### config.mk
export PLATFORM = sky130hd
export DESIGN_NAME = regfile_scoreboard
export DESIGN_NICKNAME = d
export VERILOG_FILES = /design/src/rtl/regfile_pkg.sv /design/src/rtl/regfile_entry.sv /design/src/rtl/regfile_scoreboard.sv
export SDC_FILE = /design/constraint.sdc
export NUM_CORES = 2
export LEC_CHECK = 0
export CAP_MARGIN = 10
export CORE_ASPECT_RATIO = 0.8
export CORE_UTILIZATION = 65
export DETAILED_ROUTE_END_ITERATION = 7
export PLACE_DENSITY = 0.84
export SKIP_LAST_GASP = 1
export SLEW_MARGIN = 20
export SYNTH_ARGS = -nofsm -noshare
export SYNTH_HDL_FRONTEND = slang
export SYNTH_HIERARCHICAL = 1
export SYNTH_SLANG_ARGS = --single-unit
### constraint.sdc
create_clock -name clk -period 7.9 [get_ports clk]
set_input_delay 1.975 -clock clk [delete_from_list [all_inputs] [get_ports clk]]
set_output_delay 1.975 -clock clk [all_outputs]
set_load 0.02 [all_outputs]
### src/rtl/regfile_pkg.sv
// Shared widths, counts and types for the register-file scoreboard.
package regfile_pkg;

    localparam int DEF_DATA_WIDTH = 32;
    localparam int DEF_ADDR_WIDTH = 5;
    localparam int DEF_TAG_WIDTH  = 2;
    localparam int DEF_NUM_RD     = 3;
    localparam int DEF_NUM_WR     = 2;
    localparam int DEF_NUM_CLR    = 3;

    typedef logic [DEF_ADDR_WIDTH-1:0] reg_addr_t;
    typedef logic [DEF_DATA_WIDTH-1:0] reg_data_t;
    typedef logic [DEF_TAG_WIDTH-1:0]  reg_tag_t;

endpackage

### src/rtl/regfile_entry.sv
// One architectural register: data, dirty bit and rename tag.
// Address decode is done by the parent; this module sees only hit strobes.
module regfile_entry
    import regfile_pkg::*;
#(
    parameter int DATA_WIDTH = DEF_DATA_WIDTH,
    parameter int TAG_WIDTH  = DEF_TAG_WIDTH,
    parameter int NUM_WR     = DEF_NUM_WR,
    parameter int NUM_CLR    = DEF_NUM_CLR
) (
    input  logic                             clk,
    input  logic                             reset_n,
    input  logic                             flush,
    input  logic                             alloc_hit,
    input  logic [NUM_CLR-1:0]               clr_hit,
    input  logic [NUM_WR-1:0]                wr_hit,
    input  logic [NUM_WR*TAG_WIDTH-1:0]      wr_tag,
    input  logic [NUM_WR*DATA_WIDTH-1:0]     wr_data,
    output logic [DATA_WIDTH-1:0]            data,
    output logic                             dirty,
    output logic [TAG_WIDTH-1:0]             tag
);

    logic [DATA_WIDTH-1:0] data_d;
    logic                  dirty_d;
    logic [TAG_WIDTH-1:0]  tag_d;
    logic                  tag_match;

    // Next-state: highest write port wins the data; dirty follows flush > alloc > clear > tag-matched write.
    always_comb begin
        data_d    = data;
        tag_match = 1'b0;
        for (int i = 0; i < NUM_WR; i++) begin
            if (wr_hit[i]) begin
                data_d = wr_data[i*DATA_WIDTH +: DATA_WIDTH];
                if (wr_tag[i*TAG_WIDTH +: TAG_WIDTH] == tag) begin
                    tag_match = 1'b1;
                end
            end
        end

        if (flush) begin
            dirty_d = 1'b0;
        end else if (alloc_hit) begin
            dirty_d = 1'b1;
        end else if (|clr_hit) begin
            dirty_d = 1'b0;
        end else if (tag_match) begin
            dirty_d = 1'b0;
        end else begin
            dirty_d = dirty;
        end

        // Flush only suppresses the dirty set; the tag still advances.
        tag_d = alloc_hit ? tag + TAG_WIDTH'(1) : tag;
    end

    // State register, cleared asynchronously.
    always_ff @(posedge clk or negedge reset_n) begin
        if (!reset_n) begin
            data  <= '0;
            dirty <= 1'b0;
            tag   <= '0;
        end else begin
            data  <= data_d;
            dirty <= dirty_d;
            tag   <= tag_d;
        end
    end

endmodule

### src/rtl/regfile_scoreboard.sv
// Register file with per-register dirty bit and rename tag.
// Optional feature: define REGFILE_BYPASS_EN to forward same-cycle writes to reads.
// Interface: no handshake; every alloc/clear/write/read request is accepted
// every cycle, state updates land on the next rising edge, reads are combinational.
module regfile_scoreboard
    import regfile_pkg::*;
#(
    parameter int DATA_WIDTH = DEF_DATA_WIDTH,
    parameter int ADDR_WIDTH = DEF_ADDR_WIDTH,
    parameter int TAG_WIDTH  = DEF_TAG_WIDTH,
    parameter int NUM_RD     = DEF_NUM_RD,
    parameter int NUM_WR     = DEF_NUM_WR,
    parameter int NUM_CLR    = DEF_NUM_CLR
) (
    input  logic                          clk,
    input  logic                          reset_n,
    input  logic                          flush,
    input  logic                          alloc_en,
    input  logic [ADDR_WIDTH-1:0]         alloc_addr,
    output logic [TAG_WIDTH-1:0]          alloc_tag,
    input  logic [NUM_CLR-1:0]            clr_en,
    input  logic [NUM_CLR*ADDR_WIDTH-1:0] clr_addr,
    input  logic [NUM_WR-1:0]             wr_en,
    input  logic [NUM_WR*ADDR_WIDTH-1:0]  wr_addr,
    input  logic [NUM_WR*TAG_WIDTH-1:0]   wr_tag,
    input  logic [NUM_WR*DATA_WIDTH-1:0]  wr_data,
    input  logic [NUM_RD-1:0]             rd_en,
    input  logic [NUM_RD*ADDR_WIDTH-1:0]  rd_addr,
    output logic [NUM_RD*DATA_WIDTH-1:0]  rd_data,
    output logic [NUM_RD-1:0]             rd_dirty,
    output logic [NUM_RD*TAG_WIDTH-1:0]   rd_tag
);

    localparam int DEPTH = 2 ** ADDR_WIDTH;

    logic [DATA_WIDTH-1:0] ent_data  [DEPTH];
    logic                  ent_dirty [DEPTH];
    logic [TAG_WIDTH-1:0]  ent_tag   [DEPTH];

    // Register 0 is hardwired and has no storage.
    assign ent_data[0]  = '0;
    assign ent_dirty[0] = 1'b0;
    assign ent_tag[0]   = '0;

    for (genvar r = 1; r < DEPTH; r++) begin : g_entry
        logic [NUM_WR-1:0]  wr_hit;
        logic [NUM_CLR-1:0] clr_hit;

        for (genvar i = 0; i < NUM_WR; i++) begin : g_wr_dec
            assign wr_hit[i] = wr_en[i] && (wr_addr[i*ADDR_WIDTH +: ADDR_WIDTH] == ADDR_WIDTH'(r));
        end
        for (genvar j = 0; j < NUM_CLR; j++) begin : g_clr_dec
            assign clr_hit[j] = clr_en[j] && (clr_addr[j*ADDR_WIDTH +: ADDR_WIDTH] == ADDR_WIDTH'(r));
        end

        regfile_entry #(
            .DATA_WIDTH (DATA_WIDTH),
            .TAG_WIDTH  (TAG_WIDTH),
            .NUM_WR     (NUM_WR),
            .NUM_CLR    (NUM_CLR)
        ) u_entry (
            .clk       (clk),
            .reset_n   (reset_n),
            .flush     (flush),
            .alloc_hit (alloc_en && (alloc_addr == ADDR_WIDTH'(r))),
            .clr_hit   (clr_hit),
            .wr_hit    (wr_hit),
            .wr_tag    (wr_tag),
            .wr_data   (wr_data),
            .data      (ent_data[r]),
            .dirty     (ent_dirty[r]),
            .tag       (ent_tag[r])
        );
    end

    // Tag the pending allocation will receive; register 0 never allocates.
    always_comb begin
        if (alloc_addr == '0) begin
            alloc_tag = '0;
        end else begin
            alloc_tag = ent_tag[alloc_addr] + TAG_WIDTH'(alloc_en);
        end
    end

    for (genvar k = 0; k < NUM_RD; k++) begin : g_rd
        logic [ADDR_WIDTH-1:0] addr;
        logic [DATA_WIDTH-1:0] sel_data;
        logic                  sel_dirty;

        assign addr = rd_addr[k*ADDR_WIDTH +: ADDR_WIDTH];

        // Read mux, optionally overridden by the highest matching same-cycle write.
        always_comb begin
            sel_data  = ent_data[addr];
            sel_dirty = ent_dirty[addr];
`ifdef REGFILE_BYPASS_EN
            for (int i = 0; i < NUM_WR; i++) begin
                if (wr_en[i] && (addr != '0) &&
                    (wr_addr[i*ADDR_WIDTH +: ADDR_WIDTH] == addr)) begin
                    sel_data  = wr_data[i*DATA_WIDTH +: DATA_WIDTH];
                    sel_dirty = ent_dirty[addr] &&
                                (wr_tag[i*TAG_WIDTH +: TAG_WIDTH] != ent_tag[addr]);
                end
            end
`endif
        end

        assign rd_data[k*DATA_WIDTH +: DATA_WIDTH] = rd_en[k] ? sel_data : '0;
        assign rd_dirty[k]                         = rd_en[k] & sel_dirty;
        assign rd_tag[k*TAG_WIDTH +: TAG_WIDTH]    = ent_tag[addr];
    end

endmodule

# [Word-level counts from Yosys, hierarchy flattened]
# Index checks and enable logic that the tools add are counted.
[op_classes] order_cmp=4 n_eq_ne=248 bitwise_logic=7 mul=0 reduce_logical=280 n_shift=0 n_addsub=32 mux=344 div_mod_pow=0
[op_table] cell="$mux W32" n=71
[op_table] cell="$bmux W32 S5" n=3
[op_table] cell="$eq A5 B5 Y1 const B" n=96
[op_table] cell="$mux W1" n=254
[op_table] cell="$eq A5 B4 Y1 const B" n=48
[op_table] cell="$logic_and A1 B1 Y1" n=186
[op_table] cell="$eq A2 B2 Y1" n=62
[op_table] cell="$reduce_bool A4 Y1" n=31
[op_table] cell="$eq A5 B3 Y1 const B" n=24
[op_table] cell="$reduce_or A3 Y1" n=31
[op_table] cell="$add A2 B1 Y2 const B" n=31
[op_table] cell="$reduce_bool A2 Y1" n=31
[op_table] cell="$eq A5 B2 Y1 const B" n=12
[op_table] cell="$bmux W2 S5" n=4
[op_table] cell="$eq A5 B1 Y1 const B" n=6
[op_table] cell="$ge A6 B6 Y1 const B" n=4
[op_table] cell="$not A5 Y6" n=4
[op_table] cell="$mux W2" n=9
[op_table] cell="$bmux W1 S5" n=3
[op_table] cell="$logic_not A5 Y1" n=1
[op_table] cell="$and A1 B1 Y1" n=3
[op_table] cell="$add A2 B1 Y2" n=1
[totals] register_bits=1085 output_inout_bits=107 input_bits=125 latch_bits=0 mem_bits_ro=0 mem_count=0 mem_bits_rw=0

# [Depth between registers and ports, before layout]
[logic_depth] ltp_word=9 ltp_mapped=10 mapped_depth_nobuf=8

# [Modules after synthesis]
# Netlist, hierarchy kept.
[modules_own_cells] module="regfile_entry" cells_per_inst=158 instances=31 area_per_inst_um2=1652.8 seq_area_each_um2=875.8
[modules_own_cells] module="regfile_scoreboard" cells_per_inst=2250 instances=1 area_per_inst_um2=28084.4 seq_area_each_um2=0.0

# [Worst setup path after synthesis]
# OpenSTA, ideal clock, no wires.
[synth_timing] path_type="input -> output" startpoint="input alloc_addr[0]" endpoint="output alloc_tag[1]" arrival_time_ns=3.997 path_slack_ns=1.928 path_stages=8 path_cell_list="buf_2 -> buf_2 -> mux4_2 -> mux4_2 -> inv_1 -> a21oi_1 -> ha_1 -> mux2i_1"
[synth_between] elab_chain_cells=6 word_cells_on_any_way=7 cone_classes="1 x add/sub; 4 x mux; 1 x bitwise; 1 x reduce/logical"
[synth_lines] element="from (decl)" line="regfile_scoreboard.sv:19" rtl="input logic [ADDR_WIDTH-1:0] alloc_addr,"
[synth_lines] element="$not A5 Y6 (implied by the code)" line="regfile_scoreboard.sv:81" rtl="alloc_tag = ent_tag[alloc_addr] + TAG_WIDTH'(alloc_en);"
[synth_lines] element="$bmux W2 S5" line="regfile_scoreboard.sv:81"
[synth_lines] element="$mux W2 (implied by the code) (2 in series)" line="regfile_scoreboard.sv:81"
[synth_lines] element="$add A2 B1 Y2" line="regfile_scoreboard.sv:81"
[synth_lines] element="$mux W2 (*)" line="regfile_scoreboard.sv:78" rtl="if (alloc_addr == '0) begin"
[synth_lines] element="to (decl)" line="regfile_scoreboard.sv:20" rtl="output logic [TAG_WIDTH-1:0] alloc_tag,"
# Mark *: on every way between the ends. The rest lies on a longest branch, timed or not. The select of a mux whose other input is x is not followed.

# [Worst setup path after layout]
[layout_timing] startpoint="input rd_addr[5]" endpoint="output rd_data[42]"
[layout_between] elab_chain_cells=5
[layout_lines] element="from (decl)" line="regfile_scoreboard.sv:28" rtl="input logic [NUM_RD*ADDR_WIDTH-1:0] rd_addr,"
[layout_lines] element="$not A5 Y6 (implied by the code)" line="regfile_scoreboard.sv:94" rtl="sel_data = ent_data[addr];"
[layout_lines] element="$bmux W32 S5" line="regfile_scoreboard.sv:94"
[layout_lines] element="$mux W32 (implied by the code) (2 in series)" line="regfile_scoreboard.sv:94"
[layout_lines] element="$mux W32" line="regfile_scoreboard.sv:108" rtl="assign rd_data[k*DATA_WIDTH +: DATA_WIDTH] = rd_en[k] ? sel_data : '0;"
[layout_lines] element="to (decl)" line="regfile_scoreboard.sv:29" rtl="output logic [NUM_RD*DATA_WIDTH-1:0] rd_data,"
# Every way passes these cells. The select of a mux whose other input is x is not followed.

==> run summary <==
Worst Skew -> 0.0116 ns
# DRC -> 54
Rows -> 114
Die Y -> 314 microns
Yosys top cell by area -> dfrtp_1
Final #Nets -> 7,208
Fin util -> 71.7%
Placed Cells -> 8,585
Top Family by Delay on Critical Path -> compound AO/OA/AOI/OAI gates
Netlist Area Pre-Place -> 79,300 sq um
Initial antenna violation count -> 38
Synth warn -> 6
Final worst path period need -> 7.35 ns
Synthesized flop and latch total -> 1,085
Largest net degree at the start of global routing -> 163
Core region area -> 121,000 sq um
Post-CTS repair timing setup buffer count -> 0
Leak -> 30.7 nW
Worst path cell trace -> buf_8 -> buf_12 -> buf_12 -> mux4_2 -> mux2i_1 -> a2111oi_0 -> a31o_1 -> buf_4
Area contributors post-synth -> dfrtp_1, mux4_2, mux2i_1
CP required -> 5.93 ns
Met1 GRT Util -> 65.0%
DR vias/cell -> 8.13
DR vias -> 71,791
Vias in the first global route -> 69,791
Most frequent CP cell -> buf_12
Max_slew headroom -> 14.2%
First drt pass iteration count -> 8
Hold Violations, Final -> 0
Clock root cell -> clkbuf_16
CTS tree -> built
Port Buffers -> 231
GRT met2 Usage -> 67.6%
Final GP Congestion -> 1.04
Post-synth top cells -> mux2i_1, nand2_1, dfrtp_1, mux4_2, o21ai_0
Fin Setup TNS -> 0 ns
Highest fanout seen on the critical path -> 71
Status -> finished with violations
Design Area, Final -> 86,700 sq um
Clock transition at the registers of the reported paths -> 0.06 ns
DRT iter0 DRCs -> 14,052
Final WS setup -> 0.549 ns
CP Data Arrival Time -> 5.38 ns
Post-DP HPWL -> 200,000 microns
Wire per inst -> 37.4 microns
Synth top area share -> 34.2%
Starting Density -> 65.6%
Most frequent cell after synthesis -> mux2i_1
Unique masters post-synth -> 47
Power Dens Cells -> 243 nW/um^2
Peak VDD IR -> 217 uV
Transition time at the pin with the least slew margin -> 1.27 ns
Clk_lat worst skew -> 0.76 ns
EDFF count, synth -> 0
Slowest cell on the critical path -> a2111oi_0
Cells after Synth -> 7,148
Ys flop type -> dfrtp_1
Post-route ant nets -> 0
Layout cells sized above 1 -> 22.1%
Clock tree buffer depth -> 3
Final setup violation count -> 0
All-layer global routing usage -> 53.4%
CTS H-tree lvls -> 3
Grt total ovfl -> 0
Top Ports -> 232
Fraction of registers with async set or reset after synthesis -> 100%
Violated checks -> DRC
CP Class -> in -> out
CP startpoint kind -> input port
Crit path buf inv count -> 4
Slew Limit Fails -> 0
Post-Route WL -> 330,000 microns
Place WS -> 0.743 ns
Die X -> 393 microns
First-pass GRT wire length -> 475,000 microns
Post-Syn Area per Cell -> 11.1 sq um
Max Clk Rate -> 0.136 GHz
Most Crowded Layer GR -> met2
Synth-to-Final Area Change -> 9.32%
Post-CTS resize count -> 0
Die area -> 123,000 sq um
M3 GR Usage -> 33.9%
Final Cycle Share -> 93.0%
# hold bufs at CTS -> 0
Dpl cell area -> 82,800 sq um
Register area share after synthesis -> 34.2%
Syn_nets -> 7,274
FILL cells -> 8,079
CTS Buf Count -> 111
RSZ-0062 raised after global routing -> no
Min-Delay Path Class -> reg -> reg
Sink Count -> 1,085
Fin cells -> 8,830
Max incr delay on CP -> 1.04 ns
Setup crit end kind -> primary output
Max-Cap Viols -> 0
## layout by cell type, fill, tap and decap left out, drive strengths merged, types with 33 or more instances in the layout
| cell type | instances |
|---|---|
| a2111oi | 118 |
| a221oi | 85 |
| a31o | 48 |
| buf | 366 |
| clkbuf | 159 |
| clkdlybuf4s50 | 128 |
| dfrtp | 1085 |
| inv | 74 |
| mux2 | 138 |
| mux2i | 1154 |
| mux4 | 820 |
| nand2 | 1118 |
| nor2 | 270 |
| nor2b | 60 |
| nor4 | 35 |
| o21a | 33 |
| o21ai | 1010 |
| o22ai | 52 |
| o32ai | 33 |
| or2 | 70 |
| xor2 | 93 |
## final timing paths
check	start	to	slack [ns]	depth (start not counted)
min reg2reg	g_entry[22].u_entry/data[26]$_DFFE_PN0P_	g_entry[22].u_entry/data[26]$_DFFE_PN0P_	0.59	2
min in group asynchronous	reset_n	g_entry[14].u_entry/data[26]$_DFFE_PN0P_	1.27	1
max	rd_addr[5]	rd_data[42]	0.55	8
min	g_entry[22].u_entry/data[26]$_DFFE_PN0P_	g_entry[22].u_entry/data[26]$_DFFE_PN0P_	0.59	2
max in group asynchronous	reset_n	g_entry[15].u_entry/data[6]$_DFFE_PN0P_	4.99	2
max reg2reg	g_entry[21].u_entry/dirty$_DFFE_PN0P_	g_entry[21].u_entry/dirty$_DFFE_PN0P_	5.76	3
## per-layer routing
layer	part of all wire, %	vias up
met2	38	8084
met5	0.14	-
met1	31	34269
li1	-	26925
met4	9.7	40
met3	21	2473
## worst register-to-register path, cell delays in order, from the launching register on
cell     delay [ns]
dfrtp_1        0.54
nor4b_1        1.06
nor2_1         0.08
nor4_1         0.34
## registers in the layout (all words and copies together), names as in the netlist
signal,count
g_entry.u_entry/data,992
g_entry.u_entry/tag,62
g_entry.u_entry/dirty,31
## logic make-up after synthesis
kind of cell / synth area share, %
compound gates: 10.7
xor+xnor: 1.37
fa+ha+maj: 0.0158
buf+inv: 5.05
flops: 34.2
mux: 39.8
simple gates: 8.84
## power by group
part | total [mW] | internal, mW | switching (mW)
Sequential | 8.85 | 6.98 | 1.87
Combinational | 6.52 | 3.48 | 3.04
Clock | 5.69 | 3.21 | 2.48
## per-stage QoR
step                      hold WS (ns)  power, mW
after global placement           0.564       14.6
after global routing             0.624       21.6
after floorplan                  0.543       12.7
after CTS                        0.591       20.6
final                            0.586       21.1
after detailed placement         0.575       15.0
## cell type report
| type | count | area, sq um | area share (%) |
|---|---|---|---|
| Sequential cell | 1085 | 27200 | 31.3 |
| Tap cell | 1624 | 2030 | 2.34 |
| Multi-Input combinational cell | 5318 | 48700 | 56.2 |
| Clock buffer | 158 | 3210 | 3.70 |
| Antenna cell | 32 | 80.1 | 0.0923 |
| Clock inverter | 47 | 583 | 0.672 |
| Timing Repair Buffer | 495 | 4700 | 5.42 |
| Inverter | 71 | 267 | 0.307 |
Note: power is estimated with default switching activity, not from simulation.
